### src/rtl/issue_rat_freelist_mp_pkg.sv
// Shared constants, id types and ring arithmetic for the issue-stage RAT free list.
package issue_pkg;
  localparam int unsigned PRF_W      = 6;
  localparam int unsigned FGR_W      = 3;
  localparam int unsigned ARCH_COUNT = 32;

  typedef logic [PRF_W-1:0] prf_id_t;
  typedef logic [FGR_W-1:0] fgr_id_t;

  // (a - b) modulo 2^ptr_w: how far a lies ahead of b on the pointer ring.
  function automatic int unsigned ring_dist(input int unsigned a, input int unsigned b,
                                            input int unsigned ptr_w);
    int unsigned mask;
    mask = (ptr_w >= 32) ? 32'hFFFF_FFFF : ((32'd1 << ptr_w) - 32'd1);
    return (a - b) & mask;
  endfunction
endpackage

### src/rtl/issue_rat_freelist_mp_ckpt.sv
// Per-FGR read-pointer checkpoints: creation, commit, abandon with younger-group clear, oldest live head.
module issue_rat_freelist_ckpt #(
  parameter int unsigned PRF_W     = issue_pkg::PRF_W,
  parameter int unsigned FGR_COUNT = 8,
  parameter int unsigned FGR_W     = issue_pkg::FGR_W
) (
  input  logic             clk,
  input  logic             reset,
  input  logic [PRF_W:0]   head,
  input  logic             acq_fire,
  input  logic             acq_spec,
  input  logic [FGR_W-1:0] acq_fgr,
  input  logic             commit_valid,
  input  logic [FGR_W-1:0] commit_fgr,
  input  logic             abandon_valid,
  input  logic [FGR_W-1:0] abandon_fgr,
  output logic             restore_valid,
  output logic [PRF_W:0]   restore_ptr,
  output logic [PRF_W:0]   oldest_ptr
);
  localparam int unsigned PTR_W = PRF_W + 1;

  logic [PRF_W:0]       ckpt_head [FGR_COUNT];
  logic [FGR_COUNT-1:0] ckpt_valid;
  logic [FGR_COUNT-1:0] valid_next;
  logic                 create;
  int unsigned          best_dist;

  assign restore_valid = abandon_valid && ckpt_valid[abandon_fgr];
  assign restore_ptr   = ckpt_head[abandon_fgr];

  // Commit clears first so a same-cycle speculative acquire on that FGR re-arms it.
  always_comb begin
    valid_next = ckpt_valid;
    create     = 1'b0;
    if (commit_valid)
      valid_next[commit_fgr] = 1'b0;
    if (acq_fire && acq_spec && !valid_next[acq_fgr]) begin
      create              = 1'b1;
      valid_next[acq_fgr] = 1'b1;
    end
    if (restore_valid) begin
      for (int unsigned g = 0; g < FGR_COUNT; g++) begin
        if (issue_pkg::ring_dist(32'(ckpt_head[g]), 32'(restore_ptr), PTR_W) <
            issue_pkg::ring_dist(32'(head), 32'(restore_ptr), PTR_W))
          valid_next[g] = 1'b0;
      end
      valid_next[abandon_fgr] = 1'b0;
    end
  end

  // The oldest live checkpoint is the one furthest behind the current head.
  always_comb begin
    oldest_ptr = head;
    best_dist  = 0;
    for (int unsigned g = 0; g < FGR_COUNT; g++) begin
      if (ckpt_valid[g] &&
          issue_pkg::ring_dist(32'(head), 32'(ckpt_head[g]), PTR_W) > best_dist) begin
        best_dist  = issue_pkg::ring_dist(32'(head), 32'(ckpt_head[g]), PTR_W);
        oldest_ptr = ckpt_head[g];
      end
    end
  end

  always_ff @(posedge clk or negedge reset) begin
    if (!reset) begin
      ckpt_valid <= '0;
      for (int unsigned g = 0; g < FGR_COUNT; g++)
        ckpt_head[g] <= '0;
    end else begin
      ckpt_valid <= valid_next;
      if (create)
        ckpt_head[acq_fgr] <= head;
    end
  end
endmodule

### src/rtl/issue_rat_freelist_mp.sv
// Multi-port PRF free list with per-FGR rollback checkpoints.
// Optional ISSUE_RAT_FREELIST_MP_COUNT_EN adds registered o_free_count / o_almost_empty.
module issue_rat_freelist_mp #(
  parameter int unsigned PRF_COUNT  = 64,
  parameter int unsigned PRF_W      = issue_pkg::PRF_W,
  parameter int unsigned ARCH_COUNT = issue_pkg::ARCH_COUNT,
  parameter int unsigned ACQ_PORTS  = 2,
  parameter int unsigned RED_PORTS  = 2,
  parameter int unsigned FGR_COUNT  = 8,
  parameter int unsigned FGR_W      = issue_pkg::FGR_W
) (
  input  logic                       clk,
  input  logic                       reset,
  input  logic [RED_PORTS*PRF_W-1:0] i_redeemed_prf,
  input  logic [RED_PORTS-1:0]       i_redeemed_valid,
  output logic                       o_redeemed_ready,
  output logic [ACQ_PORTS*PRF_W-1:0] o_acquire_prf,
  output logic [ACQ_PORTS-1:0]       o_acquire_valid,
  input  logic [FGR_W-1:0]           i_acquire_fgr,
  input  logic                       i_acquire_fgr_speculative,
  input  logic [ACQ_PORTS-1:0]       i_acquire_ready,
  input  logic [FGR_W-1:0]           i_commit_fgr,
  input  logic                       i_commit_valid,
  input  logic [FGR_W-1:0]           i_abandon_fgr,
  input  logic                       i_abandon_valid
`ifdef ISSUE_RAT_FREELIST_MP_COUNT_EN
  ,
  output logic [PRF_W:0]             o_free_count,
  output logic [0:0]                 o_almost_empty
`endif
);
  logic [PRF_W-1:0] entry [PRF_COUNT];
  logic [PRF_W:0]   head, tail, free;
  logic [PRF_W:0]   consume, redeem_cnt;
  logic [PRF_W:0]   oldest_ptr, restore_ptr;
  logic             restore_valid;
  logic             run;
  logic [PRF_W+1:0] red_need;
  logic [RED_PORTS-1:0] wr_en;
  logic [PRF_W-1:0]     wr_addr [RED_PORTS];
  logic [ACQ_PORTS-1:0] ready_inc;

  assign free = tail - head;

  always_comb begin
    for (int unsigned k = 0; k < ACQ_PORTS; k++) begin
      o_acquire_valid[k] = reset && !i_abandon_valid && (free > (PRF_W+1)'(k));
      o_acquire_prf[k*PRF_W +: PRF_W] = entry[PRF_W'(head + (PRF_W+1)'(k))];
    end
  end

  // Only the leading run of valid&ready lanes is consumed; a gap stops it.
  always_comb begin
    consume = '0;
    run     = 1'b1;
    for (int unsigned k = 0; k < ACQ_PORTS; k++) begin
      run = run && o_acquire_valid[k] && i_acquire_ready[k];
      if (run)
        consume = consume + 1'b1;
    end
  end

  assign red_need         = {1'b0, tail - oldest_ptr} + (PRF_W+2)'(RED_PORTS);
  assign o_redeemed_ready = reset && (red_need <= (PRF_W+2)'(PRF_COUNT));

  always_comb begin
    redeem_cnt = '0;
    for (int unsigned k = 0; k < RED_PORTS; k++) begin
      wr_en[k]   = i_redeemed_valid[k] && o_redeemed_ready;
      wr_addr[k] = PRF_W'(tail + redeem_cnt);
      if (wr_en[k])
        redeem_cnt = redeem_cnt + 1'b1;
    end
  end

  always_ff @(posedge clk or negedge reset) begin
    if (!reset) begin
      head <= '0;
      tail <= (PRF_W+1)'(PRF_COUNT - ARCH_COUNT);
      for (int unsigned i = 0; i < PRF_COUNT; i++)
        entry[i] <= (i < PRF_COUNT - ARCH_COUNT) ? PRF_W'(ARCH_COUNT + i) : '0;
    end else begin
      head <= restore_valid ? restore_ptr : head + consume;
      tail <= tail + redeem_cnt;
      for (int unsigned k = 0; k < RED_PORTS; k++)
        if (wr_en[k])
          entry[wr_addr[k]] <= i_redeemed_prf[k*PRF_W +: PRF_W];
    end
  end

  issue_rat_freelist_ckpt #(
    .PRF_W    (PRF_W),
    .FGR_COUNT(FGR_COUNT),
    .FGR_W    (FGR_W)
  ) u_ckpt (
    .clk          (clk),
    .reset        (reset),
    .head         (head),
    .acq_fire     (consume != '0),
    .acq_spec     (i_acquire_fgr_speculative),
    .acq_fgr      (i_acquire_fgr),
    .commit_valid (i_commit_valid),
    .commit_fgr   (i_commit_fgr),
    .abandon_valid(i_abandon_valid),
    .abandon_fgr  (i_abandon_fgr),
    .restore_valid(restore_valid),
    .restore_ptr  (restore_ptr),
    .oldest_ptr   (oldest_ptr)
  );

  // A ready vector is a legal prefix exactly when it has the form 0..01..1.
  assign ready_inc = i_acquire_ready + 1'b1;
  assert property (@(posedge clk) disable iff (!reset) ((ready_inc & i_acquire_ready) == '0))
    else $warning("acquire ready is not a lane prefix: %b", i_acquire_ready);

`ifdef ISSUE_RAT_FREELIST_MP_COUNT_EN
  always_ff @(posedge clk or negedge reset) begin
    if (!reset) begin
      o_free_count   <= (PRF_W+1)'(PRF_COUNT - ARCH_COUNT);
      o_almost_empty <= 1'((PRF_COUNT - ARCH_COUNT) < ACQ_PORTS);
    end else begin
      o_free_count   <= free;
      o_almost_empty <= 1'(free < (PRF_W+1)'(ACQ_PORTS));
    end
  end
`endif
endmodule
### config.mk
export PLATFORM = sky130hd
export DESIGN_NAME = issue_rat_freelist_mp
export DESIGN_NICKNAME = d
export VERILOG_FILES = /design/src/rtl/issue_rat_freelist_mp_pkg.sv /design/src/rtl/issue_rat_freelist_mp_ckpt.sv /design/src/rtl/issue_rat_freelist_mp.sv
export SDC_FILE = /design/constraint.sdc
export NUM_CORES = 2
export LEC_CHECK = 0
export ABC_AREA = 1
export ABC_CLOCK_PERIOD_IN_PS = 22400
export CORE_MARGIN = 8
export CORE_UTILIZATION = 24
export CTS_CLUSTER_DIAMETER = 100
export DETAILED_ROUTE_END_ITERATION = 12
export GPL_TIMING_DRIVEN = 0
export SETUP_SLACK_MARGIN = 0.15
export SYNTH_ARGS = -nofsm -noshare
export SYNTH_HDL_FRONTEND = slang
export SYNTH_SLANG_ARGS = --single-unit
### constraint.sdc
create_clock -name clk -period 22.4 [get_ports clk]
set_clock_uncertainty 0.05 [all_clocks]
set_input_delay 4.48 -clock clk [delete_from_list [all_inputs] [get_ports clk]]
set_output_delay 4.48 -clock clk [all_outputs]
set_load 0.005 [all_outputs]
Yosys cells after proc, flatten, opt, wreduce, memory -nomap -nowiden
Index checks and enable logic that the tools add are counted.

Input port bits: 30. Logic and storage cells: 245. Output and inout bits: 15. Register bits after elaboration: 462.

$add $sub $neg: 26. Multiplexer cells: 70. Reductions and logical operators: 29. Bitwise operators: 11. $lt $le $gt $ge: 34.

Operators with widths (number): 384-bit bitwise mux (2); 384-bit two-way mux (2); 7-bit by 32-bit greater-than comparator with 1-bit output (6); 32-bit two-way mux (6); 7-bit subtractor (19); 7-bit two-way mux (15); 6-bit binary-select mux with 6-bit select (2); 6-bit demux with 6-bit select (2); 56-bit bitwise mux (1); 7-bit less-than comparator (8); 6-bit two-way mux (6); 7-bit >= comparator, second input constant (4); 6-bit NOT with 7-bit output (4); 1-bit logical AND (26); 1-bit two-way mux (24); 8-bit two-way mux (3); 7-bit binary-select mux with 3-bit select (1); 7-bit demux with 3-bit select (1); 7-bit by 1-bit greater-than comparator with 1-bit output, second input constant (3); 8-bit AND (2); 8-bit NOT (2); 7-bit by 1-bit adder with 7-bit output, second input constant (2); 7-bit adder (2); 7-bit by 1-bit less-than comparator with 1-bit output, second input constant (2); other kinds (15) (25).

Logic depth before layout (Yosys ltp)
Depth after elaboration: 39. Mapped depth: 124. Gate-level depth less buffers: 111.

By module
Synthesis repeated with hierarchy kept, for this count alone.

Cells, all modules: 7002. Area, all modules: 42822.3 um^2.

Modules (own cells, without submodules): issue_rat_freelist_mp (cells each 5529, instances 1, seq. area each 10100.9 um^2, area each 32519.9 um^2); issue_rat_freelist_ckpt (cells each 1473, instances 1, seq. area each 1601.5 um^2, area each 10302.4 um^2).

Worst setup path before layout
OpenSTA, ideal clock, no wires.

Kind: reg-to-output. Start point: register head[0]. End point: output o_redeemed_ready. Arrival: 13899 ps. Path slack: 3971 ps. Cell stages (with the launch flop): 88. Path buffers: 11. Data required time: 17870 ps. Cell sequence: dfrtp_1 -> clkbuf_1 -> inv_1 -> clkbuf_1 -> buf_1 -> buf_1 -> ha_1 -> inv_1 -> fa_1 -> a21o_1 -> a21oi_1 -> o21ai_0 -> a21oi_1 -> xor2_1 -> ha_1 -> a21oi_1 -> o21a_1 -> nand2_1 -> (+52 left out) -> nand2_1 -> clkbuf_1 -> nor2_1 -> a31oi_1 -> ha_1 -> inv_1 -> fa_1 -> a21oi_1 -> o21ai_0 -> a21o_1 -> a21oi_1 -> xor2_1 -> inv_1 -> nand3_1 -> nand2_2 -> a21oi_4 -> nand2_1 -> inv_1.

Longest elaborated chain between the ends: 29. Elaborated cells between the ends (all ways): 43. Classes of those cells: add/sub: 10; order compare: 9; mux: 15; reduce/logical: 9.

Ends and longest elaborated chain: start: declaration (line issue_rat_freelist_mp.sv:33) `logic [PRF_W:0] head, tail, free;`; start signal: assignment (line issue_rat_freelist_mp.sv:83) `head <= restore_valid ? restore_ptr : head + consume;`; 7-bit subtractor (line issue_rat_freelist_mp_pkg.sv:15) `return (a - b) & mask;`; 7-bit by 1-bit greater-than comparator with 1-bit output (line issue_rat_freelist_mp_ckpt.sv:58) `issue_pkg::ring_dist(32'(head), 32'(ckpt_head[g]), PTR_W) > best_dist) begin`; 1-bit logical AND (line issue_rat_freelist_mp_ckpt.sv:57) `if (ckpt_valid[g] &&`; 7-bit two-way mux (line issue_rat_freelist_mp_ckpt.sv:57); 7-bit greater-than comparator (line issue_rat_freelist_mp_ckpt.sv:58); 1-bit logical AND (line issue_rat_freelist_mp_ckpt.sv:57); 32-bit two-way mux (line issue_rat_freelist_mp_ckpt.sv:57); 7-bit by 32-bit greater-than comparator with 1-bit output (line issue_rat_freelist_mp_ckpt.sv:58); (+13 left out); 32-bit two-way mux (line issue_rat_freelist_mp_ckpt.sv:57); 7-bit by 32-bit greater-than comparator with 1-bit output (line issue_rat_freelist_mp_ckpt.sv:58); 1-bit logical AND (line issue_rat_freelist_mp_ckpt.sv:57); 7-bit two-way mux * (line issue_rat_freelist_mp_ckpt.sv:57); 7-bit subtractor * (line issue_rat_freelist_mp.sv:63) `assign red_need = {1'b0, tail - oldest_ptr} + (PRF_W+2)'(RED_PORTS);`; 7-bit by 2-bit adder with 8-bit output * (line issue_rat_freelist_mp.sv:63); 8-bit by 7-bit less-or-equal comparator with 1-bit output * (line issue_rat_freelist_mp.sv:64) `assign o_redeemed_ready = reset && (red_need <= (PRF_W+2)'(PRF_COUNT));`; 1-bit logical AND * (line issue_rat_freelist_mp.sv:64); end: declaration (line issue_rat_freelist_mp.sv:16) `output logic o_redeemed_ready,`.

Mark *: on every way between the ends. The rest lies on a longest branch, timed or not.

Final worst setup path
Same ends and word-level chain as after synthesis.

==> flow_metrics.py <==
metrics = {
    "global_routing": {
        "grt-ovfl-total": 0,
        "grt_first_pass_wirelength_um": 401000,
        "grt_max_degree": 91,
        "grt_pass1_vias": 46108,
        "grt.total_usage": 0.312,
        "antenna_found_initial": 36,
    },
    "clock_network": {
        "htree_levels": 3,
        "numCtsBuffers": 69,
        "cts_max_path_buffers": 3,
        "root_buffer": "clkbuf_16",
        "clkLatencyLatePin_ns": 0.71,
        "cts.clk_slew.worst_paths_ns": 0.05,
        "cts_tree": "yes",
        "cts_hold_buf": 0,
        "cts_sinks": 462,
    },
    "synth": {
        "synth_flop_cell": "dfrtp_1",
        "async_flop_share": 1.00,
        "syn-num-nets": 6562,
        "yosysSeqAreaShare": 0.287,
        "synth_cell_types": 53,
        "synthCells": 6297,
        "yosysWarnings": 0,
        "synth_area_um2": 40800,
        "syn_avg_cell_area_um2": 6.48,
        "ys_ff_latch": 462,
        "synth-edff-count": 0,
    },
    "layout": {
        "num-nets-final": 6700,
        "area_growth_pct": 15.6,
        "fin_cells": 8748,
        "drive_gt1_frac": 0.0918,
        "stdcell_area_um2": 47200,
        "fillerInstances": 18914,
        "mostFrequentLayoutCells": "nand2_1 (1,671), nand3_1 (883), o21ai_0 (646)",
        "final_common_cell": "nand2_1",
    },
    "detailed_routing": {
        "ant_nets": 0,
        "wl_per_cell_um": 34.5,
        "vias": 50647,
        "drc_errors": 0,
        "wl_um": 302000,
        "firstDrtPassIters": 6,
        "vias_per_cell": 5.79,
        "drtIter0Drc": 7768,
    },
    "sta": {
        "final-setup-viol-count": 0,
        "rsz0062_at_grt": "false",
        "period_share": 0.938,
        "drv_slew": 446,
        "maxSlewHeadroom": -0.147,
        "worstMarginPinSlew_ns": 1.72,
        "period_needed_ns": 21.00,
        "max_freq_mhz": 47.6,
        "hold_viol_final": 0,
    },
    "floorplanning": {
        "std_cell_rows": 151,
        "pin_count": 45,
        "die_y_um": 428,
        "start_util": 0.241,
        "core-area_um2": 169000,
        "die_x_um": 428,
        "die_area_um2": 183000,
    },
    "critical_path": {
        "path_max_fanout": 12,
        "critPathCaptureType": "output pin",
        "cp-start-kind": "flop",
        "cpPeakStageDelay_ns": 0.50,
        "cp_slowest_cell": "clkdlybuf4s50_1",
        "cp.required_ns": 17.87,
        "path_class": "flop to output pin",
        "cp.arrival_ns": 16.47,
    },
    "placement": {
        "place_area_um2": 44500,
        "dp_hpwl_um": 215000,
        "dpl.cell_count": 8577,
        "numPortBuffers": 37,
        "gp_congestion": 1.08,
    },
    "worst_hold_path": {
        "min_path_type": "flop to flop",
    },
    "outcome": {
        "status": "finished with violations",
        "violations": "max-capacitance violations, max-slew violations",
    },
    "flow_run": {
        "drv_cap": 44,
    },
}
-- metal layers --
layer / vias to the layer above / track usage / wire length [um]
met4: 14 / 0.226 / 26800
met3: 1108 / 0.0965 / 34400
li1: 21190 / - / -
met2: 3865 / 0.451 / 123000
met1: 24470 / 0.390 / 117000
met5: - / 0 / 97
-- path summary, 6_finish.rpt --
path | from | endpoint | slack [ns] | depth (start not counted)
max in group asynchronous | reset | entry[158]$_DFF_PN0_ | 16.85 | 4
max reg2reg | head[0]$_DFF_PN0_ | entry[87]$_DFF_PN0_ | 2.02 | 106
min reg2reg | tail[6]$_DFF_PN0_ | tail[6]$_DFF_PN0_ | 0.50 | 1
max | head[0]$_DFF_PN0_ | o_redeemed_ready | 1.40 | 96
min in group asynchronous | reset | u_ckpt.ckpt_head[15]$_DFFE_PN0P_ | 3.62 | 1
min | tail[6]$_DFF_PN0_ | tail[6]$_DFF_PN0_ | 0.50 | 1
-- synth_stat cells, types with 3 or more instances --
cell type / n / share of area
o22ai_1: 29 / 0.0044
nor2_1: 279 / 0.026
nor4_1: 10 / 0.0015
nor3_1: 21 / 0.0026
a21o_1: 17 / 0.0031
nand3_1: 883 / 0.11
o221ai_1: 5 / 0.0011
nand2_4: 68 / 0.019
a311oi_1: 7 / 0.0015
nor2_2: 15 / 0.0023
nand4_1: 29 / 0.0044
fa_1: 21 / 0.010
buf_2: 47 / 0.0058
a21oi_2: 3 / 0.00064
a31oi_1: 6 / 0.00092
inv_1: 642 / 0.059
nand2_1: 1676 / 0.15
o2111ai_1: 3 / 0.00064
clkinv_2: 47 / 0.0058
o211ai_1: 105 / 0.019
a221oi_1: 13 / 0.0028
xnor2_1: 32 / 0.0069
and2_1: 7 / 0.0011
a21oi_1: 474 / 0.058
nor2_8: 8 / 0.0039
o21ai_1: 38 / 0.0047
o21bai_1: 3 / 0.00055
xor2_1: 85 / 0.018
clkinv_1: 7 / 0.00064
buf_1: 46 / 0.0042
dfstp_2: 113 / 0.073
inv_2: 25 / 0.0023
nand3_2: 3 / 0.00074
a211oi_1: 6 / 0.0011
nand2_2: 11 / 0.0017
clkbuf_1: 270 / 0.025
ha_1: 214 / 0.066
o21ai_0: 662 / 0.081
dfrtp_1: 349 / 0.21
-- cells by family after synthesis --
kind of cell / after synthesis / share of synthesized area
AND/OR/NAND/NOR: 3018 / 0.327
flip-flops: 462 / 0.287
AO/OA/AOI/OAI: 1378 / 0.182
multiplexers: 1 / 0.000276
XOR/XNOR: 117 / 0.0251
buffers and inverters: 1086 / 0.103
adder cells (fa/ha/maj): 235 / 0.0759
-- what timing repair did --
item / in CTS / in global routing
resized for setup: 34 / 33
setup buffers: 0 / 3
setup endpoints to repair: 385 / 361
pin swaps: 0 / 3
-- metrics by stage --
step	setup TNS, ns	hold slack [ns]	util	setup WS [ns]
floorplan	0	0.450	-	3.97
global placement	-7395.95	0.498	0.260	-11.39
detailed placement	-314.60	0.508	0.263	-1.38
CTS	0	0.515	0.278	0.210
global route	0	0.517	0.279	0.150
finish	0	0.500	0.279	1.40
-- worst max-delay path, delay by kind of cell, from the launching register on --
kind	cells	cell delay, ns
DFF	1	0.45
adders and majority gates	11	3.34
xor gates and xnor gates	2	0.51
and+or+nand+nor	30	2.89
AOI/OAI and AO/OA	29	4.70
buffers and inverters	24	3.81
-- layout make-up --
type                       count  area (um^2)  area share
antenna                       38         95.1     0.00202
buffer                       365         1550      0.0329
clock buffer                  93         1920      0.0407
clock inverter                35          452     0.00957
inverter                     721         2770      0.0586
multi-input combinational   4749        25100       0.532
sequential                   462        11700       0.248
tap                         2218         2780      0.0588
timing repair buffer          67          840      0.0178
-- flip-flops by register name (all words and copies together) (netlist names) --
| signal | cells |
|---|---|
| u_ckpt.ckpt_valid | 8 |
| u_ckpt.ckpt_head | 56 |
| head | 7 |
| tail | 7 |
| entry | 384 |
Power is not shown: default switching activity piles up to over one toggle a cycle in this logic, so the estimate is an artifact.
